## config.mk

```make
export PLATFORM = sky130hd
export DESIGN_NAME = loop_recorder
export DESIGN_NICKNAME = d
export VERILOG_FILES = /design/src/rtl/loop_recorder_pkg.sv /design/src/rtl/loop_recorder_rec_ram.sv /design/src/rtl/loop_recorder.sv
export SDC_FILE = /design/constraint.sdc
export NUM_CORES = 1
export LEC_CHECK = 0
export ABC_AREA = 1
export CAP_MARGIN = 20
export CELL_PAD_IN_SITES_DETAIL_PLACEMENT = 1
export CELL_PAD_IN_SITES_GLOBAL_PLACEMENT = 1
export CORE_ASPECT_RATIO = 1.75
export CORE_UTILIZATION = 44
export CTS_CLUSTER_SIZE = 40
export DETAILED_ROUTE_END_ITERATION = 16
export GPL_ROUTABILITY_DRIVEN = 1
export GPL_TIMING_DRIVEN = 1
export PLACE_DENSITY_LB_ADDON = 0.1
export SYNTH_ARGS = -nofsm -noshare
export SYNTH_HDL_FRONTEND = slang
export SYNTH_HIERARCHICAL = 1
export SYNTH_SLANG_ARGS = --single-unit
```

## constraint.sdc

```tcl
create_clock -name clock -period 2.85 [get_ports clock]
set_input_delay 0.57 -clock clock [delete_from_list [all_inputs] [get_ports clock]]
set_output_delay 0.57 -clock clock [all_outputs]
set_load 0.02 [all_outputs]
```

## src/rtl/loop_recorder_pkg.sv

```systemverilog
//============================================================================
// synth_rec_pkg : mode codes, state encoding and entry sizing for loop_recorder
// Revision: 1.0
//============================================================================
`default_nettype none

package synth_rec_pkg;

    localparam logic [1:0] MODE_IDLE = 2'd0;
    localparam logic [1:0] MODE_REC  = 2'd1;
    localparam logic [1:0] MODE_PLAY = 2'd2;

    typedef enum logic [1:0] {
        ST_IDLE = 2'd0,
        ST_REC  = 2'd1,
        ST_LOAD = 2'd2,
        ST_HOLD = 2'd3
    } state_t;

    // Stored entry is {keys, duration}, keys in the upper bits.
    function automatic int entry_width(input int num_keys, input int dur_w);
        return num_keys + dur_w;
    endfunction

    function automatic logic [1:0] state_mode(input state_t st);
        logic [1:0] m;
        m = MODE_IDLE;
        case (st)
            ST_REC:           m = MODE_REC;
            ST_LOAD, ST_HOLD: m = MODE_PLAY;
            default:          m = MODE_IDLE;
        endcase
        return m;
    endfunction

endpackage

`default_nettype wire

```

## src/rtl/loop_recorder_rec_ram.sv

```systemverilog
//============================================================================
// rec_ram : simple dual-port synchronous RAM, 1-cycle read latency, no reset
// Revision: 1.0
//============================================================================
`default_nettype none

module rec_ram #(
    parameter  int DEPTH = 16,
    parameter  int WIDTH = 12,
    localparam int AW    = (DEPTH > 1) ? $clog2(DEPTH) : 1
) (
    input  logic             clk,
    input  logic             i_we,
    input  logic [AW-1:0]    i_waddr,
    input  logic [WIDTH-1:0] i_wdata,
    input  logic [AW-1:0]    i_raddr,
    output logic [WIDTH-1:0] o_rdata
);

    logic [WIDTH-1:0] r_mem [DEPTH];
    logic [WIDTH-1:0] r_rdata_q;

    always_ff @(posedge clk) begin
        if (i_we) begin
            r_mem[i_waddr] <= i_wdata;
        end
        r_rdata_q <= r_mem[i_raddr];
    end

    assign o_rdata = r_rdata_q;

endmodule

`default_nettype wire

```

## src/rtl/loop_recorder.sv

```systemverilog
//============================================================================
// loop_recorder : run-length key recorder / player on an external tick base.
// Optional LOOP_RECORDER_LOOP_EN: playback wraps to the first entry until go.
// Revision: 1.0
//============================================================================
`default_nettype none

module loop_recorder
    import synth_rec_pkg::*;
#(
    parameter  int NUM_KEYS = 4,
    parameter  int DEPTH    = 16,
    parameter  int DUR_W    = 8,
    localparam int CNT_W    = $clog2(DEPTH + 1)
) (
    input  logic                clock,
    input  logic                reset,
    input  logic                go,
    input  logic                rec_sel,
    input  logic                tick,
    input  logic [NUM_KEYS-1:0] keys,
    output logic [1:0]          mode,
    output logic [NUM_KEYS-1:0] play_keys,
    output logic [CNT_W-1:0]    rec_count,
    output logic                full,
    output logic                done
);

    localparam int PTR_W   = (DEPTH > 1) ? $clog2(DEPTH) : 1;
    localparam int ENTRY_W = entry_width(NUM_KEYS, DUR_W);

    localparam logic [DUR_W-1:0] C_DUR_MAX  = {DUR_W{1'b1}};
    localparam logic [DUR_W-1:0] C_DUR_ONE  = DUR_W'(1);
    localparam logic [CNT_W-1:0] C_CNT_ONE  = CNT_W'(1);
    localparam logic [CNT_W-1:0] C_CNT_LAST = CNT_W'(DEPTH - 1);
    localparam logic [PTR_W-1:0] C_PTR_ONE  = PTR_W'(1);

    state_t                r_state_q,     w_state_d;
    logic [1:0]            r_mode_q,      w_mode_d;
    logic [PTR_W-1:0]      r_wr_ptr_q,    w_wr_ptr_d;
    logic [PTR_W-1:0]      r_rd_ptr_q,    w_rd_ptr_d;
    logic [CNT_W-1:0]      r_rec_count_q, w_rec_count_d;
    logic                  r_full_q,      w_full_d;
    logic                  r_done_q,      w_done_d;
    logic [NUM_KEYS-1:0]   r_play_keys_q, w_play_keys_d;
    logic [NUM_KEYS-1:0]   r_cur_keys_q,  w_cur_keys_d;
    logic [DUR_W-1:0]      r_dur_q,       w_dur_d;
    logic [DUR_W-1:0]      r_remain_q,    w_remain_d;

    logic                  w_we;
    logic [ENTRY_W-1:0]    w_wdata;
    logic [ENTRY_W-1:0]    w_rdata;
    logic [NUM_KEYS-1:0]   w_rd_keys;
    logic [DUR_W-1:0]      w_rd_dur;
    logic [CNT_W-1:0]      w_rd_next;

    assign w_wdata   = {r_cur_keys_q, r_dur_q};
    assign w_rd_keys = w_rdata[ENTRY_W-1 -: NUM_KEYS];
    assign w_rd_dur  = w_rdata[DUR_W-1:0];
    assign w_rd_next = CNT_W'(r_rd_ptr_q) + C_CNT_ONE;

    // Read address follows the next pointer so the entry is ready during LOAD.
    rec_ram #(
        .DEPTH (DEPTH),
        .WIDTH (ENTRY_W)
    ) u_ram (
        .clk     (clock),
        .i_we    (w_we),
        .i_waddr (r_wr_ptr_q),
        .i_wdata (w_wdata),
        .i_raddr (w_rd_ptr_d),
        .o_rdata (w_rdata)
    );

    always_comb begin
        w_state_d     = r_state_q;
        w_wr_ptr_d    = r_wr_ptr_q;
        w_rd_ptr_d    = r_rd_ptr_q;
        w_rec_count_d = r_rec_count_q;
        w_full_d      = r_full_q;
        w_done_d      = 1'b0;
        w_play_keys_d = r_play_keys_q;
        w_cur_keys_d  = r_cur_keys_q;
        w_dur_d       = r_dur_q;
        w_remain_d    = r_remain_q;
        w_we          = 1'b0;

        case (r_state_q)
            ST_IDLE: begin
                if (go) begin
                    if (rec_sel) begin
                        w_state_d     = ST_REC;
                        w_wr_ptr_d    = '0;
                        w_rec_count_d = '0;
                        w_full_d      = 1'b0;
                        w_dur_d       = '0;
                    end else if (r_rec_count_q == '0) begin
                        w_done_d = 1'b1;
                    end else begin
                        w_rd_ptr_d = '0;
                        w_state_d  = ST_LOAD;
                    end
                end
            end

            ST_REC: begin
                if (go) begin
                    if (r_dur_q != '0) begin
                        w_we          = 1'b1;
                        w_wr_ptr_d    = r_wr_ptr_q + C_PTR_ONE;
                        w_rec_count_d = r_rec_count_q + C_CNT_ONE;
                    end
                    w_dur_d   = '0;
                    w_state_d = ST_IDLE;
                    w_done_d  = 1'b1;
                end else if (tick) begin
                    if (r_dur_q == '0) begin
                        w_cur_keys_d = keys;
                        w_dur_d      = C_DUR_ONE;
                    end else if (keys == r_cur_keys_q && r_dur_q != C_DUR_MAX) begin
                        w_dur_d = r_dur_q + C_DUR_ONE;
                    end else begin
                        w_we          = 1'b1;
                        w_wr_ptr_d    = r_wr_ptr_q + C_PTR_ONE;
                        w_rec_count_d = r_rec_count_q + C_CNT_ONE;
                        // Last slot used: the sample that forced the write is dropped.
                        if (r_rec_count_q == C_CNT_LAST) begin
                            w_full_d  = 1'b1;
                            w_dur_d   = '0;
                            w_state_d = ST_IDLE;
                            w_done_d  = 1'b1;
                        end else begin
                            w_cur_keys_d = keys;
                            w_dur_d      = C_DUR_ONE;
                        end
                    end
                end
            end

            ST_LOAD: begin
                if (go) begin
                    w_state_d     = ST_IDLE;
                    w_play_keys_d = '0;
                    w_done_d      = 1'b1;
                end else begin
                    w_play_keys_d = w_rd_keys;
                    w_remain_d    = w_rd_dur;
                    w_state_d     = ST_HOLD;
                end
            end

            ST_HOLD: begin
                if (go) begin
                    w_state_d     = ST_IDLE;
                    w_play_keys_d = '0;
                    w_done_d      = 1'b1;
                end else if (tick) begin
                    w_remain_d = r_remain_q - C_DUR_ONE;
                    if (r_remain_q == C_DUR_ONE) begin
                        if (w_rd_next == r_rec_count_q) begin
                            w_done_d = 1'b1;
`ifdef LOOP_RECORDER_LOOP_EN
                            w_rd_ptr_d = '0;
                            w_state_d  = ST_LOAD;
`else
                            w_state_d     = ST_IDLE;
                            w_play_keys_d = '0;
`endif
                        end else begin
                            w_rd_ptr_d = w_rd_next[PTR_W-1:0];
                            w_state_d  = ST_LOAD;
                        end
                    end
                end
            end

            default: begin
                w_state_d = ST_IDLE;
            end
        endcase

        w_mode_d = state_mode(w_state_d);
    end

    always_ff @(posedge clock or negedge reset) begin
        if (!reset) begin
            r_state_q     <= ST_IDLE;
            r_mode_q      <= MODE_IDLE;
            r_wr_ptr_q    <= '0;
            r_rd_ptr_q    <= '0;
            r_rec_count_q <= '0;
            r_full_q      <= 1'b0;
            r_done_q      <= 1'b0;
            r_play_keys_q <= '0;
            r_cur_keys_q  <= '0;
            r_dur_q       <= '0;
            r_remain_q    <= '0;
        end else begin
            r_state_q     <= w_state_d;
            r_mode_q      <= w_mode_d;
            r_wr_ptr_q    <= w_wr_ptr_d;
            r_rd_ptr_q    <= w_rd_ptr_d;
            r_rec_count_q <= w_rec_count_d;
            r_full_q      <= w_full_d;
            r_done_q      <= w_done_d;
            r_play_keys_q <= w_play_keys_d;
            r_cur_keys_q  <= w_cur_keys_d;
            r_dur_q       <= w_dur_d;
            r_remain_q    <= w_remain_d;
        end
    end

    assign mode      = r_mode_q;
    assign play_keys = r_play_keys_q;
    assign rec_count = r_rec_count_q;
    assign full      = r_full_q;
    assign done      = r_done_q;

endmodule

`default_nettype wire
```

[Word level (Yosys, flattened, before mapping)]
Memory sizes are Yosys's and may differ from the RTL's. A register that Yosys moved wholly into a read port is not among the register bits.
Index checks and enable logic that the tools add are counted.
Operators by class
  multiplexer cells: 90
  reduce and logical (&&, ||, !) cells: 14
  bitwise operators: 1
  add/sub/neg operators: 5
  equal/unequal tests: 30
Operators with widths (number)
  4-bit two-way mux: 22
  8-bit two-way mux: 9
  5-bit two-way mux: 7
  8-bit case mux with 2 select lines: 2
  1-bit two-way mux: 29
  2-bit two-way mux: 13
  2-bit != test, second input constant: 12
  4-bit case mux with 2 select lines: 3
  3-bit != test, second input constant: 7
  4-bit AND reduction: 3
  5-bit case mux with 2 select lines: 1
  8-bit by 1-bit adder with 8-bit output, second input constant: 1
  2-bit == test, second input constant: 4
  8-bit by 1-bit == test with 1-bit output, second input constant: 1
  8-bit zero test: 1
  8-bit != test, second input constant: 1
  2-bit case mux with 4 select lines: 1
  8-bit AND reduction: 1
  8-bit nonzero test: 1
  8-bit by 1-bit subtractor with 8-bit output, second input constant: 1
  7-bit AND reduction: 1
  4-bit by 1-bit adder with 5-bit output, second input constant: 1
  5-bit by 1-bit adder with 5-bit output, second input constant: 1
  5-bit by 4-bit == test with 1-bit output, second input constant: 1
  14 further kinds: 16
Word-level totals
  bits of input ports: 9
  output and inout bits: 13
  logic and storage cells: 152
  memories: 1
  memory bits (writable): 192
  register bits: 43
Memory list
  u_ram.r_mem: words 16, width 12, read ports 1, clocked after Yosys merged registers in 1, write ports 1, RTL line loop_recorder_rec_ram.sv:20  | logic [WIDTH-1:0] r_mem [DEPTH];

[Longest topological paths before layout]
  word-level depth: 10
  mapped depth: 21
  gate-level depth less buffers: 19

[By module]
Netlist, hierarchy kept.
By module, submodules not included
  rec_ram: sequential area each 6005.8 µm², area each 8562.0 µm², times used 1, cells each 814
  loop_recorder: sequential area each 1051.0 µm², area each 2720.1 µm², times used 1, cells each 352

[Least setup slack after synthesis]
No wires, ideal clock.
  kind: register -> register
  start: reg r_dur_q[0]
  end: mem u_ram.r_mem[0][0] (enable)
  setup time: 0.380 ns
  data arrival time: 2.648 ns
  required time: 2.470 ns
  stages on the path, launching flop included: 9
  slack: -0.179 ns
  period minus slack after synthesis: 3.029 ns
  path buffers: 0
  cell sequence: dfrtp_1 -> inv_1 -> ha_1 -> nor3b_1 -> nand3_1 -> inv_1 -> a2111oi_0 -> nand3_1 -> nor2_1
On the way
  cells in the longest elaborated chain, start to end: 9
  elaborated cells between the ends (all ways): 12
  those cells by class: eq/ne (1); mux (8); reduce/logical (3)
RTL lines
  start: declaration: RTL line loop_recorder.sv:47  | logic [DUR_W-1:0] r_dur_q, w_dur_d;
  start signal: assignment: RTL line loop_recorder.sv:208  | r_dur_q <= w_dur_d;
  8-bit != test: RTL line loop_recorder.sv:120  | end else if (keys == r_cur_keys_q && r_dur_q != C_DUR_MAX) begin
  1-bit logical AND: RTL line loop_recorder.sv:120
  1-bit two-way mux: RTL line loop_recorder.sv:120
  1-bit two-way mux: RTL line loop_recorder.sv:117  | if (r_dur_q == '0) begin
  1-bit two-way mux: RTL line loop_recorder.sv:116  | end else if (tick) begin
  1-bit two-way mux *: RTL line loop_recorder.sv:107  | if (go) begin
  1-bit two-way mux *: RTL line loop_recorder.sv:88  | case (r_state_q)
  net w_we: RTL line loop_recorder.sv:50  | logic w_we;
  1-bit two-way mux *: RTL line loop_recorder_rec_ram.sv:24  | if (i_we) begin
  1-bit two-way mux (implied by the code) *: RTL line loop_recorder_rec_ram.sv:25  | r_mem[i_waddr] <= i_wdata;
  end: declaration: RTL line loop_recorder_rec_ram.sv:20
The timed path passes the listed nets; every way through them passes the cells marked *.

[Final worst setup path]
  start: reg r_dur_q[1]
  end: mem u_ram.r_mem[4][4] (enable)
Same word-level chain as after synthesis.

==> impl_results.md <==
- Outcome: finished, final reports clean
- Initial core utilization: 0.447
- Placed Area: 12,500 µm²
- Place WS: -0.372 ns
- Post-Synth Adder-Cell Area: 0.0144
- Die Y-Extent: between 200 and 250 µm
- Top cells by area, synth: edfxtp_1 (51%), nand2_1 (11%), dfrtp_1 (9.3%)
- PnR Total Power: 0.0158 W
- R2R cell count: 11
- Critical path required time: 3.08 ns
- CTS buffer count: 23
- DR WL/cell: just under 20 µm
- DRT antenna net count: 0
- DIE AREA: 26,300 µm²
- Die W: 123 µm
- Post-Syn Area: 11,300 µm²
- Post-synth top cells: nand2_1 (335), inv_1 (195), edfxtp_1 (192), nand3_1 (169), nor2_1 (49)
- CTS tree: done
- Post-synthesis mux area share: 0.000887
- EDFF count, synth: 192
- Final WL: approximately 31,000 µm
- Pwr/cell area: 1180 nW/µm²
- CP peak stage delay: 0.38 ns
- CTS sink count: approximately 250
- Tightest Pin Transition: 0.568 ns
- Initial antenna violation count: 1
- Final setup violation count: 0
- Share of cells above drive strength 1: 0.119
- Worst hold path type: primary input to async pin
- Clock Tree Buf Depth: 3
- Area growth syn-to-layout: 18.6%
- FF-to-FF End: u_ram/r_mem[4][4]
- Synth Instances: approximately 1,200
- Ys flop type: edfxtp_1
- Vias per cell: 5.22
- Gpl congestion: a little over 0.8
- Worst Path Arrival: about 3 ns
- Ys async rst share: 0.171
- Pleak: 5.88 nW
- TritonRoute pass-1 iters: 4
- Most frequent cell after synthesis: nand2_1
- Crit-path cells: buf_8 -> inv_1 -> ha_1 -> nor3b_1 -> nand3_1 -> inv_1 -> a2111oi_4 -> buf_4 -> nand3_1 -> nor2_1 -> buf_12
- Tot GR Track Use: 0.250
- Crit. End Element: flip-flop
- Critical path's slowest cell: dfrtp_1
- Yosys cell types: 47
- Clock Tree Root: clkbuf_16
- Post-Syn Area per Cell: 9.68 µm²
- Max-slew violations: 0
- Post-synth top area share: 0.511
- Final-report hold violation count: 0
- Crit path max fanout: 20
- Largest net degree at the start of global routing: 35
- Via count: 8,251
- Xor/xnor cell area share of the yosys netlist: 0.00854
- Max-Cap Viols: 0
- #FFs+latches synth: 246
- Hold WS: 0.467 ns
- R2r startpoint: r_dur_q[1]
- Vias in the first global route: between 8,000 and 9,000
- Seq/Total Area, Yosys: 0.625
- Peak supply drop: 778 µV
- Critical Path Start: r_dur_q[1]
- Final HPWL DP: 22,000 µm
- Area leader, netlist: edfxtp_1
- Remaining global-route overflow: 0
- Initial drt markers: between 300 and 400
- Worst Setup EP: u_ram/r_mem[4][4]
- Register-to-register setup slack: 0.12 ns
- Antenna cell count: 0
- Core area: 25,200 µm²
- Site Rows: 77
- Net count after synthesis: 1,188
- Final worst slack: roughly 0.12 ns
- Worst Setup Path Type: flip-flop to flip-flop
- Synth Area in Compound Gates: 0.0415
- Post-route DRC: 0
- Slew headroom: 0.621
- Final Cell Area: 13,400 µm²
- FMAX: 366 MHz
- IO Port Bufs: 21
- RSZ-0062 raised after global routing: true
- Global-route wire length before repair: around 48,000 µm
- Clk_skew: between 0.015 and 0.02 ns
- # H-tree levels: 1
- Clk slew on worst S/H paths: 0.07 ns
- Final period utilization: 0.958
- Io pins: 22
- Syn. warnings: 6
- Worst-Skew Late Latency: 0.53 ns
- Main combinational cell family by area after synthesis: simple AND/OR/NAND/NOR gates
- Period minus WS final: 2.73 ns
- Nets: 1,270
- CP Launch Type: flip-flop
- Simple-gate area share of the yosys netlist: 0.216
cell families after synthesis:
| kind of cell | count (synthesis) |
|---|---|
| and+or+nand+nor | 573 |
| DFF | 246 |
| buffers and inverters | 247 |
| muxes | 1 |
| AOI/OAI and AO/OA | 75 |
| xor gates and xnor gates | 11 |
| adders and majority gates | 13 |
metrics by stage:
stage,utilization,setup TNS (ns),instances
2_1_floorplan,-,-34.28,1166
6_report,0.530,0,1580
4_1_cts,0.527,0,1579
5_1_grt,0.530,-0.297,1580
3_5_place_dp,0.494,-59.09,1536
3_3_place_gp,0.494,-53.75,1536
layout by cell type (no fill, tap or decap), types with 8 or more instances in the layout:
| cell | instances |
|---|---|
| dfrtp_1 | 42 |
| inv_1 | 193 |
| edfxtp_1 | 192 |
| o21ai_0 | 23 |
| o21ai_1 | 8 |
| nand4_1 | 10 |
| nand2_1 | 334 |
| xor2_1 | 10 |
| a21oi_1 | 15 |
| buf_4 | 57 |
| dfxtp_1 | 12 |
| buf_12 | 20 |
| nor2_1 | 43 |
| nand3_1 | 167 |
| clkbuf_16 | 23 |
| clkdlybuf4s50_1 | 20 |
| ha_1 | 12 |
state kept, by name (all words and copies together) (netlist names):
register and count:
u_ram/r_mem 192, u_ram/o_rdata 12, r_dur_q 8, r_remain_q 8
rec_count 5, play_keys 4, r_cur_keys_q 4, r_rd_ptr_q 4
r_wr_ptr_q 4, mode 2, done 1, full 1
r_state_q 1
routing by layer:
layer	share of wire	routed length (µm)	up-vias	GRT usage
li1	-	-	3945	-
met1	0.37	11400	4118	0.258
met2	0.57	17800	133	0.493
met3	0.032	1020	55	0.0293
met4	0.035	1100	0	0.107
met5	0	0	-	0
worst max-delay path, delay by kind of cell (launching register included):
| kind | cells | cell delay, ns |
|---|---|---|
| DFF | 1 | 0.38 |
| and+or+nand+nor | 4 | 0.71 |
| buffers and inverters | 5 | 0.79 |
| adders and majority gates | 1 | 0.18 |
| AOI/OAI and AO/OA | 1 | 0.35 |
timing repair:
| action | in CTS | in global routing |
|---|---|---|
| setup buffers | 0 | 1 |
| hold buffers | 1 | 0 |
| setup endpoints to repair | 204 | 200 |
| pin swaps | 0 | 1 |
| cloned | 1 | 0 |
| gates resized for setup | 7 | 14 |
| endpoints found under the hold margin | 11 | 0 |
worst min-delay path by stage:
stage,to,start,cells past startpoint
after global routing,play_keys[1],u_ram/o_rdata[9],2
after detailed placement,play_keys[1],u_ram/o_rdata[9],2
after global placement,r_remain_q[3],reset,1
after CTS,r_remain_q[3],reset,2
after floorplan,done,reset,0
final,r_remain_q[3],reset,2
area by class of cell:
cell class	instances	area [µm²]
fill	2835	11900
sequential	246	7060
multi-input combinational	673	3250
timing repair buffer	104	1120
inverter	200	763
clock buffer	24	589
tap	316	395
clock inverter	17	194
power by group:
group | internal, W | switching, W
logic | 0.00284 | 0.00507
clock network | 0.00187 | 0.00135
registers | 0.00436 | 0.000273
total | 0.00907 | 0.00669
No activity file was read; power rests on OpenSTA's default activity.
